--- src/rtl/lab_datapath.sv ---
// Execution datapath for the lab CPU: IR, 8-entry register file, A/B/C registers,
// shifter, ALU and status flags. All state changes are driven by controller strobes.
module lab_datapath #(
    parameter int WIDTH = 16,
    parameter int NREGS = 8
) (
    input  logic             clk,
    input  logic             reset,
    input  logic [WIDTH-1:0] instr_in,
    input  logic             load_ir,
    input  logic [2:0]       nsel,
    input  logic             write,
    input  logic             loada,
    input  logic             loadb,
    input  logic             loadc,
    input  logic             loads,
    input  logic             asel,
    input  logic             bsel,
    input  logic [1:0]       vsel,
    input  logic [WIDTH-1:0] mdata,
    output logic [2:0]       opcode,
    output logic [1:0]       op,
    output logic [WIDTH-1:0] datapath_out,
    output logic [2:0]       status
);
    localparam int RW = $clog2(NREGS);

    logic [WIDTH-1:0]            ir, a, b, c;
    logic [NREGS-1:0][WIDTH-1:0] rf;
    logic [2:0]                  st;

    logic [RW-1:0]    num;
    logic             wr_ok;
    logic [WIDTH-1:0] rdata, wdata, sximm5, sximm8, bsh, ain, bin, res;
    logic             ovf;

    // A non-one-hot select reads R0 and blocks the write.
    always_comb begin
        num   = '0;
        wr_ok = 1'b1;
        case (nsel)
            3'b100:  num = ir[10:8];
            3'b010:  num = ir[7:5];
            3'b001:  num = ir[2:0];
            default: wr_ok = 1'b0;
        endcase
    end

    assign rdata  = rf[num];
    assign sximm5 = {{(WIDTH-5){ir[4]}}, ir[4:0]};
    assign sximm8 = {{(WIDTH-8){ir[7]}}, ir[7:0]};

    always_comb begin
        case (vsel)
            2'b00:   wdata = c;
            2'b01:   wdata = sximm8;
            2'b10:   wdata = mdata;
            default: wdata = '0;
        endcase
    end

    always_comb begin
        case (ir[4:3])
            2'b00:   bsh = b;
            2'b01:   bsh = {b[WIDTH-2:0], 1'b0};
            2'b10:   bsh = {1'b0, b[WIDTH-1:1]};
            default: bsh = {b[WIDTH-1], b[WIDTH-1:1]};
        endcase
    end

    assign ain = asel ? '0 : a;
    assign bin = bsel ? sximm5 : bsh;

    always_comb begin
        ovf = 1'b0;
        case (ir[12:11])
            2'b00: begin
                res = ain + bin;
                ovf = (ain[WIDTH-1] == bin[WIDTH-1]) && (res[WIDTH-1] != ain[WIDTH-1]);
            end
            2'b01: begin
                res = ain - bin;
                ovf = (ain[WIDTH-1] != bin[WIDTH-1]) && (res[WIDTH-1] != ain[WIDTH-1]);
            end
            2'b10:   res = ain & bin;
            default: res = ~bin;
        endcase
    end

    // Register-file reads see pre-edge contents, so A/B take the old value on a same-cycle write.
    always_ff @(posedge clk) begin
        if (reset) begin
            ir <= '0;
            rf <= '0;
            a  <= '0;
            b  <= '0;
            c  <= '0;
            st <= '0;
        end else begin
            if (load_ir)        ir      <= instr_in;
            if (write && wr_ok) rf[num] <= wdata;
            if (loada)          a       <= rdata;
            if (loadb)          b       <= rdata;
            if (loadc)          c       <= res;
            if (loads)          st      <= {(res == '0), res[WIDTH-1], ovf};
        end
    end

    assign opcode       = ir[15:13];
    assign op           = ir[12:11];
    assign datapath_out = c;
    assign status       = st;
endmodule

--- config.mk ---
export PLATFORM = sky130hd
export DESIGN_NAME = lab_datapath
export DESIGN_NICKNAME = d
export VERILOG_FILES = /design/src/rtl/lab_datapath.sv
export SDC_FILE = /design/constraint.sdc
export NUM_CORES = 1
export LEC_CHECK = 0
export BUFFER_PORTS_ARGS = -buffer_cell sky130_fd_sc_hd__buf_2
export CAP_MARGIN = 25
export CORE_MARGIN = 3
export CORE_UTILIZATION = 52
export CTS_BUF_LIST = sky130_fd_sc_hd__clkbuf_16
export DETAILED_ROUTE_END_ITERATION = 7
export GPL_ROUTABILITY_DRIVEN = 0
export GPL_TIMING_DRIVEN = 0
export MAX_ROUTING_LAYER = met4
export PLACE_DENSITY = 0.73
export SYNTH_ARGS = -nofsm -noshare
export SYNTH_HDL_FRONTEND = slang
export SYNTH_SLANG_ARGS = --single-unit
--- constraint.sdc ---
create_clock -name clk -period 3.45 [get_ports clk]
set_input_delay 0 -clock clk [delete_from_list [all_inputs] [get_ports clk]]
set_output_delay 0 -clock clk [all_outputs]
set_load 0.01 [all_outputs]
* Yosys cells after proc, flatten, opt, wreduce, memory -nomap -nowiden
Cells that the tools add are included.
Word-level totals: logic and storage cells 54, register bits after elaboration 195, bits of input ports 47, output and inout bits 24
Cells by class: add/sub/neg operators 2, magnitude comparators 2, mux-type cells 13, eq/ne operators 13, reductions and logical operators 9, bitwise logic cells 2
Operators with widths (count):
- 16-bit one-hot mux with 3 select lines | 3
- 128-bit bitwise mux | 1
- 16-bit 2-to-1 mux | 4
- 16-bit binary-select mux with 3-bit select | 1
- 16-bit demux with 3-bit select | 1
- 16-bit adder | 1
- 16-bit AND | 1
- 16-bit zero test | 1
- 16-bit inverter | 1
- 16-bit subtractor | 1
- 3-bit one-hot mux with 3 select lines | 1
- 2-bit by 1-bit == test with 1-bit output (second input constant) | 3
- 2-bit == test (second input constant) | 3
- 2-bit zero test | 3
- 1-bit logical AND | 4
- 3-bit by 4-bit < comparator with 1-bit output (second input constant) | 1
- 3-bit by 1-bit == test with 1-bit output (second input constant) | 1
- 3-bit by 2-bit == test with 1-bit output (second input constant) | 1
- 3-bit == test (second input constant) | 1
- 3-bit by 1-bit greater-or-equal comparator with 1-bit output (second input constant) | 1
- 1-bit != test | 3
- 3-bit OR reduction | 1
- 1-bit one-hot mux with 2 select lines | 1
- 1-bit == test | 1
- 1-bit 2-to-1 mux | 1

* Logic depth before layout (Yosys ltp)
depth after elaboration 7, gate-level depth with buffers 17, mapped depth without buffers 15

* Worst setup path after synthesis
OpenSTA, ideal clock, no wires.
path kind register -> register, from register ir[3], to register st[2], in the netlist status[2], data arrival time 3.170 ns, clock period less this slack 3.239 ns, required time 3.381 ns, stages on the path, launching flop included 17, buffers on the path 1, library setup time 0.069 ns, path slack 0.211 ns, cells stage by stage dfxtp_1 buf_6 nor3b_1 a21oi_1 o21ai_0 ha_1 inv_1 fa_1 nor2b_1 o21a_1 o211a_1 o311ai_1 a21oi_1 o31ai_1 nand2_1 nand4b_1 o21ai_1
Between the ends: cells in the longest elaborated chain, start to end 6, elaborated cells between the ends (all ways) 11, those cells by class 2 x add/sub; 2 x eq/ne; 3 x mux; 2 x bitwise; 2 x reduce/logical
RTL lines:
- start, declared | line 28 | logic [WIDTH-1:0] ir, a, b, c;
- start signal, assigned | line 100 | if (load_ir) ir <= instr_in;
- 2-bit == test, or another cell as far along | line 63 | case (ir[4:3])
- 16-bit one-hot mux with 3 select lines | line 63
- 16-bit 2-to-1 mux (*) | line 72 | assign bin = bsel ? sximm5 : bsh;
- 16-bit subtractor, or another cell as far along | line 82 | res = ain - bin;
- 16-bit one-hot mux with 3 select lines (*) | line 76 | case (ir[12:11])
- 16-bit zero test (*) | line 105 | if (loads) st <= {(res == '0), res[WIDTH-1], ovf};
- end signal, assigned | line 105
- end, declared | line 30 | logic [2:0] st;
Every way passes the cells marked *; elsewhere a longest branch is shown, timed or not. A chain may end at the register's enable or synchronous reset.

* Worst setup path in the final report
Same ends and word-level chain as after synthesis.

==> results.py <==
metrics = {
    "run_status": {
        "status": "finished with violations",
        "failed_checks": "setup timing",
    },
    "clock_tree": {
        "path_clk_slew_ns": 0.08,
        "tritoncts": "built",
        "cts-root-buf": "clkbuf_16",
        "clk_latency_ns": 0.45,
        "cts_buffer_depth": 2,
        "numCtsBuffers": 17,
        "cts.sinks": 195,
        "htreeDepth": 4,
    },
    "place": {
        "place_ws_ns": -0.585,
        "io_buffers": 65,
        "placed_area_sq_um": 11500,
        "dp_cells": 1708,
        "hpwl_mm": 26.3,
    },
    "final_layout": {
        "nFillCells": 1772,
        "antenna_cells": 0,
        "finalNetCount": 1576,
        "fin_area_sq_um": 12800,
        "final_cells": 1779,
        "drive_gt1_share_pct": 16.8,
        "syn2layout_area_growth_pct": 18.2,
    },
    "drt": {
        "wl_met3_mm": 3.21,
        "vias": 11000,
        "drcViolationCount": 0,
        "met1Wirelength_mm": 14.7,
        "wl_mm": 36.8,
        "wl_met2_mm": 16.6,
        "vias_per_cell": 6.19,
        "first_pass_iters": 5,
        "wl_per_cell_um": 20.7,
        "drtAntennaViolNets": 0,
        "drt-initial-drc-count": 1198,
        "highest_layer": "met4",
    },
    "yosys": {
        "synthesis.area_sq_um": 10800,
        "synth.yosys.seq_area_share_pct": 36.0,
        "syn-num-nets": 1449,
        "ys_top_cells_by_area": "dfxtp_1, a211oi_1, nor2_1",
        "syn_area_per_cell_sq_um": 7.92,
        "ys.flop_type": "dfxtp_1",
        "synth_seq_cells": 195,
        "synth_cell_types": 80,
        "yosysTopAreaCell": "dfxtp_1",
        "synthTopCellsByCount": "nor2_1, dfxtp_1, a211oi_1, nand2_1, clkbuf_1",
        "syn_inst": 1369,
        "synth_most_common_cell": "nor2_1",
        "async_flop_share_pct": 0,
        "synth_top_area_share_pct": 36.0,
        "synth-edff-count": 0,
        "yosysWarnings": 0,
    },
    "critical_path": {
        "cp_max_fo": 6,
        "arrival_ns": 3.83,
        "path_class": "reg -> reg",
        "endpoint_kind": "register",
        "startpoint_type": "register",
        "cp.required_ns": 3.83,
    },
    "power_and_ir_drop": {
        "comb_power_share_pct": 21.4,
        "swShare_pct": 33.0,
        "p_leak_nw": 4.79,
        "internal_power_w": 0.00377,
        "p_per_area_nw_per_um2": 439,
        "p_seq_share_pct": 42.7,
        "clockPowerShare_pct": 35.9,
        "power.switching_w": 0.00186,
        "irDropWorstVdd_v": 0.000385,
        "power_w": 0.00563,
    },
    "die": {
        "die-area_sq_um": 22600,
        "die_h_um": 150,
        "core_area_sq_um": 20400,
        "initial_core_util_pct": 53.3,
        "pin_count": 71,
        "dieWidth_um": 150,
        "num_rows": 52,
    },
    "timing": {
        "layout_setup_ws_ns": -0.00397,
        "relSlewSlack_pct": 26.4,
        "fmax_ghz": 0.290,
        "slew_violations": 0,
        "finalCritPeriodShare_pct": 100,
        "setup_violations": 1,
        "worst_slew_pin_slew_ns": 1.10,
        "hold_ws_ns": 0.0341,
        "skew_ns": 0.0185,
        "grt_setup_unrepaired": "yes",
        "hold_viol_final": 0,
        "fin_crit_ns": 3.45,
    },
    "run": {
        "max_cap_violations": 0,
    },
    "grt": {
        "grt_usage_pct": 32.9,
        "grt_pass1_wl_mm": 56.0,
        "grt.overflow.total": 0,
        "grt_max_degree": 22,
        "antenna_found_initial": 0,
        "grt_pass1_vias": 10000,
    },
    "min_path": {
        "min_path_type": "in -> reg",
    },
}
## registers in the layout, indices dropped and copies added (netlist names)
signal and cells:
datapath_out 16, rf 128, ir 16, a 16
status 3, b 16
## through the flow
stage / utilization, % / TNS [ns]
global route: 63.0 / -0.501
detailed placement: 56.7 / -2.88
CTS: 62.0 / 0
floorplan: - / 0
finish: 63.0 / -0.00397
global placement: 56.5 / -2.91
## layout make-up
cell class              instances  area [sq um]  share of cell area (%)
multi-input cells            1018          6550                    51.1
flip-flops and latches        195          3910                    30.5
repair buffers                108           699                    5.45
plain buffers                 124           596                    4.64
clock buffers                  17           425                    3.32
well taps                     270           338                    2.63
clock inverters                15           189                    1.47
inverters                      32           120                   0.937
## power by group through the flow
stage | Combinational [W] | Clock (W) | Sequential, W
5_1_grt | 0.00128 | 0.00212 | 0.00241
4_1_cts | 0.00111 | 0.00202 | 0.00240
2_1_floorplan | 0.000694 | 0 | 0.00243
3_5_place_dp | 0.00102 | 0 | 0.00245
3_3_place_gp | 0.00100 | 0 | 0.00245
6_report | 0.00120 | 0.00202 | 0.00240
## layer usage
metal / GRT usage [%] / up-vias
li1: - / 5119
met2: 50.1 / 639
met4: 17.0 / 0
met3: 4.91 / 139
met5: - / -
met1: 42.5 / 5109
## cells by family after synthesis
group | after synthesis | synth area share, %
and+or+nand+nor | 546 | 22.5
AOI/OAI and AO/OA | 367 | 24.5
DFF | 195 | 36.0
buffers and inverters | 156 | 6.46
muxes | 61 | 5.70
adders and majority gates | 33 | 3.95
xor gates and xnor gates | 11 | 0.888
## critical path, cell delays in order, from the launching register on
cell	delay, ns
dfxtp_2	0.33
buf_8	0.13
nor3b_2	0.18
a21oi_1	0.07
o21ai_2	0.22
ha_2	0.24
inv_1	0.06
fa_2	0.36
nor2b_4	0.15
o21a_1	0.19
o211a_1	0.27
o311ai_2	0.28
a21oi_1	0.15
o31ai_2	0.22
buf_4	0.19
nand2_1	0.05
nand4b_1	0.19
o21ai_1	0.13
## layout by cell type, fill, tap and decap left out, types with 17 or more instances in the layout
| master | n |
|---|---|
| mux2i_1 | 53 |
| and3_1 | 23 |
| nand2_1 | 159 |
| inv_1 | 32 |
| clkbuf_1 | 62 |
| dfxtp_1 | 193 |
| nor2_1 | 242 |
| nand3_1 | 37 |
| a211oi_1 | 166 |
| buf_2 | 99 |
| ha_1 | 28 |
| clkbuf_16 | 17 |
| buf_4 | 42 |
| dlygate4sd3_1 | 19 |
| o21ai_0 | 23 |
| nor2b_1 | 29 |
| a21oi_1 | 33 |
| a31oi_1 | 21 |
## worst paths after layout
| path | from | cells past startpoint | to | slack, ns |
|---|---|---|---|---|
| max reg2reg | ir[3]$_SDFFE_PP0P_ | 17 | status[2]$_SDFFE_PP0P_ | -0.004 |
| min reg2reg | status[2]$_SDFFE_PP0P_ | 2 | status[2]$_SDFFE_PP0P_ | 0.48 |
| min | loadc | 3 | datapath_out[3]$_SDFFE_PP0P_ | 0.03 |
| max | ir[3]$_SDFFE_PP0P_ | 17 | status[2]$_SDFFE_PP0P_ | -0.004 |
## what timing repair did
item                                    CTS  global route
resized for setup                        43            31
endpoints found under the setup margin   10             9
endpoints found under the hold margin    23             0
pin swaps                                17            18
hold buffers                             19             0
setup buffers                            11             7
(Power assumes the default switching activity.)
